==> src/rtl/dac_frame_sequencer.sv <==
// dac_frame_sequencer
//   Drives the parallel DAC interface: a startup SYNC pulse, one all-zero
//   alignment frame, then a continuous sample stream with a FRAME marker on
//   word 0 of every frame. Stream data arrives over ready/valid. A missing
//   sample is replaced by zero and flagged as a sticky underflow. Stop
//   requests only take effect on frame boundaries.
//
//   Optional macro DAC_FRAME_SEQUENCER_PARITY_EN:
//     defined   -> dac_parity is the even parity of dac_d, registered
//                  alongside it.
//     undefined -> no parity logic is built and dac_parity is held at 0.
//
// Ports
//   clk            system clock (FPGA0_CLK domain)
//   rst            asynchronous, active-high reset
//   enable         level: 1 requests streaming, 0 requests stop
//   s_data/s_valid sample stream input (two's-complement)
//   s_ready        sequencer accepts s_data this cycle (high in RUN)
//   dac_d          registered DAC data word
//   dac_frame      high on word 0 of each frame
//   dac_sync       DAC sync strobe, high for SYNC_CYCLES during startup
//   dac_parity     even parity over dac_d (0 when the macro is undefined)
//   running        high while streaming
//   underflow      sticky flag, set on any RUN cycle without s_valid
//   underflow_clr  clears underflow (a simultaneous set wins)
module dac_frame_sequencer #(
    parameter int WORDS_PER_FRAME = 4,
    parameter int SYNC_CYCLES     = 16
) (
    input  logic        clk,
    input  logic        rst,
    input  logic        enable,
    input  logic [15:0] s_data,
    input  logic        s_valid,
    output logic        s_ready,
    output logic [15:0] dac_d,
    output logic        dac_frame,
    output logic        dac_sync,
    output logic        dac_parity,
    output logic        running,
    output logic        underflow,
    input  logic        underflow_clr
);

    localparam int WCW = (WORDS_PER_FRAME > 1) ? $clog2(WORDS_PER_FRAME) : 1;
    localparam int SCW = (SYNC_CYCLES > 1) ? $clog2(SYNC_CYCLES) : 1;
    localparam logic [WCW-1:0] WORD_LAST = WCW'(WORDS_PER_FRAME - 1);
    localparam logic [SCW-1:0] SYNC_LAST = SCW'(SYNC_CYCLES - 1);

    typedef enum logic [1:0] {IDLE, SYNC, ALIGN, RUN} state_t;

    state_t         state, state_nxt;
    logic [SCW-1:0] sync_cnt;
    logic [WCW-1:0] word_cnt;
    logic           sync_done, frame_end, in_run;
    logic [15:0]    d_nxt;

    assign sync_done = (sync_cnt == SYNC_LAST);
    assign frame_end = (word_cnt == WORD_LAST);
    assign in_run    = (state == RUN);

    // Status outputs decode the state register directly, so they drop
    // together with the state on an asynchronous reset.
    assign s_ready  = in_run;
    assign running  = in_run;
    assign dac_sync = (state == SYNC);

    always_ff @(posedge clk or posedge rst) begin
        if (rst) state <= IDLE;
        else     state <= state_nxt;
    end

    always_comb begin
        state_nxt = state;
        case (state)
            IDLE:  if (enable) state_nxt = SYNC;
            SYNC:  if (!enable) state_nxt = IDLE;
                   else if (sync_done) state_nxt = ALIGN;
            ALIGN: if (!enable) state_nxt = IDLE;
                   else if (frame_end) state_nxt = RUN;
            // Stop is only honoured on the last word of a frame; raising
            // enable again before then simply keeps streaming.
            RUN:   if (!enable && frame_end) state_nxt = IDLE;
            default: state_nxt = IDLE;
        endcase
    end

    // The word counter runs through ALIGN and carries into RUN, so the
    // wrap at the end of the alignment frame lands RUN on word 0.
    always_ff @(posedge clk or posedge rst) begin
        if (rst) begin
            sync_cnt <= '0;
            word_cnt <= '0;
        end else begin
            if (state == SYNC && state_nxt == SYNC) sync_cnt <= sync_cnt + 1'b1;
            else                                   sync_cnt <= '0;

            if ((state == ALIGN || state == RUN) &&
                (state_nxt == ALIGN || state_nxt == RUN))
                word_cnt <= frame_end ? '0 : word_cnt + 1'b1;
            else
                word_cnt <= '0;
        end
    end

    // Only RUN passes sample data; every other state (and an empty RUN
    // slot) emits zero.
    assign d_nxt = (in_run && s_valid) ? s_data : 16'h0000;

    always_ff @(posedge clk or posedge rst) begin
        if (rst) begin
            dac_d     <= 16'h0000;
            dac_frame <= 1'b0;
            underflow <= 1'b0;
        end else begin
            dac_d <= d_nxt;
            // Frame marker: word 0 of the alignment frame, or word 0 of
            // any streamed frame.
            dac_frame <= (in_run && word_cnt == '0) ||
                         (state == SYNC && state_nxt == ALIGN);
            if (in_run && !s_valid) underflow <= 1'b1;
            else if (underflow_clr) underflow <= 1'b0;
        end
    end

`ifdef DAC_FRAME_SEQUENCER_PARITY_EN
    always_ff @(posedge clk or posedge rst) begin
        if (rst) dac_parity <= 1'b0;
        else     dac_parity <= ^d_nxt;
    end
`else
    assign dac_parity = 1'b0;
`endif

endmodule

==> config.mk <==
export PLATFORM = sky130hd
export DESIGN_NAME = dac_frame_sequencer
export DESIGN_NICKNAME = d
export VERILOG_FILES = /design/src/rtl/dac_frame_sequencer.sv
export SDC_FILE = /design/constraint.sdc
export NUM_CORES = 1
export LEC_CHECK = 0
export BUFFER_PORTS_ARGS = -buffer_cell sky130_fd_sc_hd__buf_2
export CAP_MARGIN = 5
export CORE_AREA = 2 2 56 58
export CTS_BUF_LIST = sky130_fd_sc_hd__clkbuf_8
export CTS_CLUSTER_SIZE = 24
export DETAILED_ROUTE_END_ITERATION = 7
export DIE_AREA = 0 0 58 60
export HOLD_SLACK_MARGIN = 0.08
export MAX_ROUTING_LAYER = met4
export PLACE_DENSITY = 0.63
export SYNTH_ARGS = -nofsm -noshare
export SYNTH_HDL_FRONTEND = slang
export SYNTH_SLANG_ARGS = --single-unit
==> constraint.sdc <==
create_clock -name clk -period 1.4 [get_ports clk]
set_input_delay 0.14 -clock clk [delete_from_list [all_inputs] [get_ports clk]]
set_output_delay 0.14 -clock clk [all_outputs]
set_load 0.1 [all_outputs]
==> impl_summary.txt <==
----------------------------------------------------
[Layout]
  Antenna cells ... 0
  Sequential cell area in the final layout ... 653 um2
  Number of cells in the finished layout apart from fillers ... 177
  Most frequent cells in the layout ... buf_2 (38), dfrtp_1 (24), and2_1 (17), dlygate4sd3_1 (17), nor2_1 (7)
  Growth of design area from synthesis to finish ... 47.1%
  Layout cells sized above 1 ... 0.361
  Final Net Count ... 170
  Final-layout fill cell count ... 266
  Total area of multi-input combinational cells ... 319 um2
  Most common cell after layout, fill and taps aside ... buf_2

[Critical path]
  Worst-path cell chain ... nand2_4 -> o22ai_1 -> dlygate4sd3_1
  Type of element capturing the critical path ... register
  Family with the most delay on the worst path ... buffers and inverters
  Worst setup SP type ... register
  Number of buffers and inverters on the critical path ... 1
  Worst EP required ... 1.55 ns
  Highest-delay cell along the critical path ... dlygate4sd3_1
  Slowest cell delay on critical path ... 0.55 ns
  Crit path kind ... register to register
  Data arrival time of the worst path ... 1.49 ns
  Top fanout value on the critical path ... 9

[Floorplan]
  Horizontal die dimension ... 58 um
  Overall die height ... 60 um
  Initial cell density of the core ... 0.354
  Num ports ... 43
  Floorplan Core Area ... 0.00290 mm2
  Placement Rows ... 20
  Total die area ... 0.00348 mm2

[CTS]
  Total number of clock tree sinks ... 26
  Clock tree root buffer cell ... clkbuf_8
  CTS tree ... built
  Num CTS Buffers ... 3
  CTS HTree Levels ... 1
  Post-CTS Setup Bufs ... 0
  Clk_lat worst skew ... 0.26 ns
  Clock transition at path regs ... 0.08 ns
  CTS max path bufs ... 2

[Synthesis]
  Yosys warning total ... 0
  Xor and xnor fraction of the mapped netlist area ... 0.0170
  Largest family of logic cells by synthesized area ... simple AND/OR/NAND/NOR gates
  Post-Syn Nets ... 111
  Multiplexer fraction of the synthesized cell area ... 0
  Number of library cell types mapped by synthesis ... 21
  Post-synthesis sequential area ratio ... 0.633
  Avg Cell Area, Syn ... 11.8 um2
  Yosys reg bits ... 26
  Post-Syn Instances ... 87
  Complex-gate fraction of the synthesized area ... 0.0353
  Post-Syn Area ... 0.00103 mm2
  Post-Synth Adder-Cell Area ... 0.0365
  Fraction of the mapped netlist area in simple logic gates ... 0.206

[Drt]
  Post-Route WL ... 1950 um
  Total via count in the routed design ... 780
  Detailed-route vias per instance ... 4.41
  Number of design-rule violations left by the first detailed-router iteration ... 10
  Routed length per placed instance ... 11.0 um
  Residual DRC count ... 0
  Routed Antenna Nets ... 0
  Number of iterations in the first detailed-routing pass ... 2

[STA]
  Setup TNS ... 0 ns
  Setup slack of the critical path after layout ... 0.0631 ns
  Hold Vio Cnt, Final ... 0
  Max frequency ... 748 MHz
  Count of final max-slew check failures ... 0
  Setup repair after global routing missed its margin ... no
  Largest clock skew in the final design ... 0.000990 ns
  Minimum clock period after layout ... 1.34 ns
  Finish-stage setup viols ... 0
  Tcrit/Tclk final ... 0.955

[Power and ir drop]
  Areal power density over the cells ... 855 mW/mm2
  Max VDD drop ... 0.523 mV
  Post-layout power ... 1.29 mW
  Pleak ... 0.819 nW

[Run]
  Number of maximum-capacitance constraint violations ... 0

[Placement]
  Total of buffers placed on input and output ports ... 41
  Placement Setup Slack ... 0.282 ns
  Final estimated routing congestion in global placement ... 0.796
  Cell count after placement ... 157

[GRT]
  Via count of the first global-routing pass ... 782
  Global-route total usage across every layer ... 0.128
  Total global routing overflow ... 0
  Wire length of the first global-routing pass ... 3200 um
  Pin count of the biggest net entering global routing ... 27
  Initial antenna violation count ... 0

[Min path]
  Class of the most critical hold timing path ... input port to register

[Status]
  Run status ... finished, final reports clean

----------------------------------------------------
==> final timing paths <==
path | to | start | cells past startpoint | slack [ns]
setup / recovery | underflow | state[1] | 3 | 0.06
hold / removal | dac_d[0] | s_data[0] | 2 | 0.08
setup reg to reg | underflow | state[1] | 3 | 0.06
hold reg to reg | sync_cnt[0] | sync_cnt[0] | 1 | 0.46
max in group asynchronous | state[1] | rst | 4 | 0.66
min in group asynchronous | dac_d[5] | rst | 4 | 0.48
==> Yosys cell counts, drive strengths merged <==
| master | count | area (um2) |
|---|---|---|
| dfrtp | 26 | 651 |
| and2 | 17 | 106 |
| inv | 7 | 26.3 |
| nor2 | 7 | 26.3 |
| buf | 5 | 45.0 |
| nand2 | 4 | 15.0 |
| ha | 3 | 37.5 |
| nand3 | 3 | 15.0 |
| a21oi | 2 | 10.0 |
| nand4 | 2 | 12.5 |
| o22ai | 2 | 12.5 |
| a22o | 1 | 8.76 |
| and3 | 1 | 11.3 |
| conb | 1 | 3.75 |
| nand2b | 1 | 6.26 |
| nor2b | 1 | 13.8 |
| nor3 | 1 | 5.00 |
| o21ai | 1 | 5.00 |
| xnor2 | 1 | 8.76 |
| xor2 | 1 | 8.76 |
==> registers in the layout, summed over array words and instances (netlist names) <==
register   flops
dac_frame      1
word_cnt       2
sync_cnt       4
underflow      1
state          2
dac_d         16
==> where the power goes <==
group / internal [mW] / total [mW] / switching (mW)
Combinational: 0.0628 / 0.122 / 0.0595
Clock: 0.193 / 0.409 / 0.217
Sequential: 0.755 / 0.761 / 0.00629
Total: 1.01 / 1.29 / 0.283
==> routing by layer <==
| metal | vias up | wire length [um] | global-route usage |
|---|---|---|---|
| met3 | 3 | 130 | 0.0216 |
| met5 | - | 0 | - |
| met4 | 0 | 29 | 0.0664 |
| li1 | 383 | - | - |
| met2 | 33 | 966 | 0.222 |
| met1 | 361 | 821 | 0.141 |
==> layout make-up <==
class                   count  share of cell area
inverters                   7              0.0199
repair buffers             59               0.283
clock buffers               3              0.0273
multi-input cells          49               0.211
well taps                  33              0.0273
flip-flops and latches     26               0.432
==> kinds of logic after synthesis <==
group,count (synthesis)
simple gates,37
compound gates,6
buf+inv,12
fa+ha+maj,3
xor+xnor,2
other cells,1
flops,26
==> what timing repair did <==
action / in CTS / in global routing
hold endpoints to repair: 40 / 1
setup endpoints to repair: 3 / 0
gates resized for setup: 2 / 0
hold buffers: 16 / 1
==> metrics by stage <==
step	cell area (um2)	hold WS, ns	util
detailed placement	1300	0.215	0.447
CTS	1500	0.0803	0.518
global route	1510	0.0829	0.521
floorplan	1060	0.180	-
finish	1510	0.0808	0.521
global placement	1300	0.206	0.447
==> worst reg2reg max path, cell delays in order (launching register included) <==
cell	delay (ns)
dfrtp_2	0.50
nand2_4	0.10
o22ai_1	0.08
dlygate4sd3_1	0.55
Note: power is estimated with default switching activity, not from simulation.
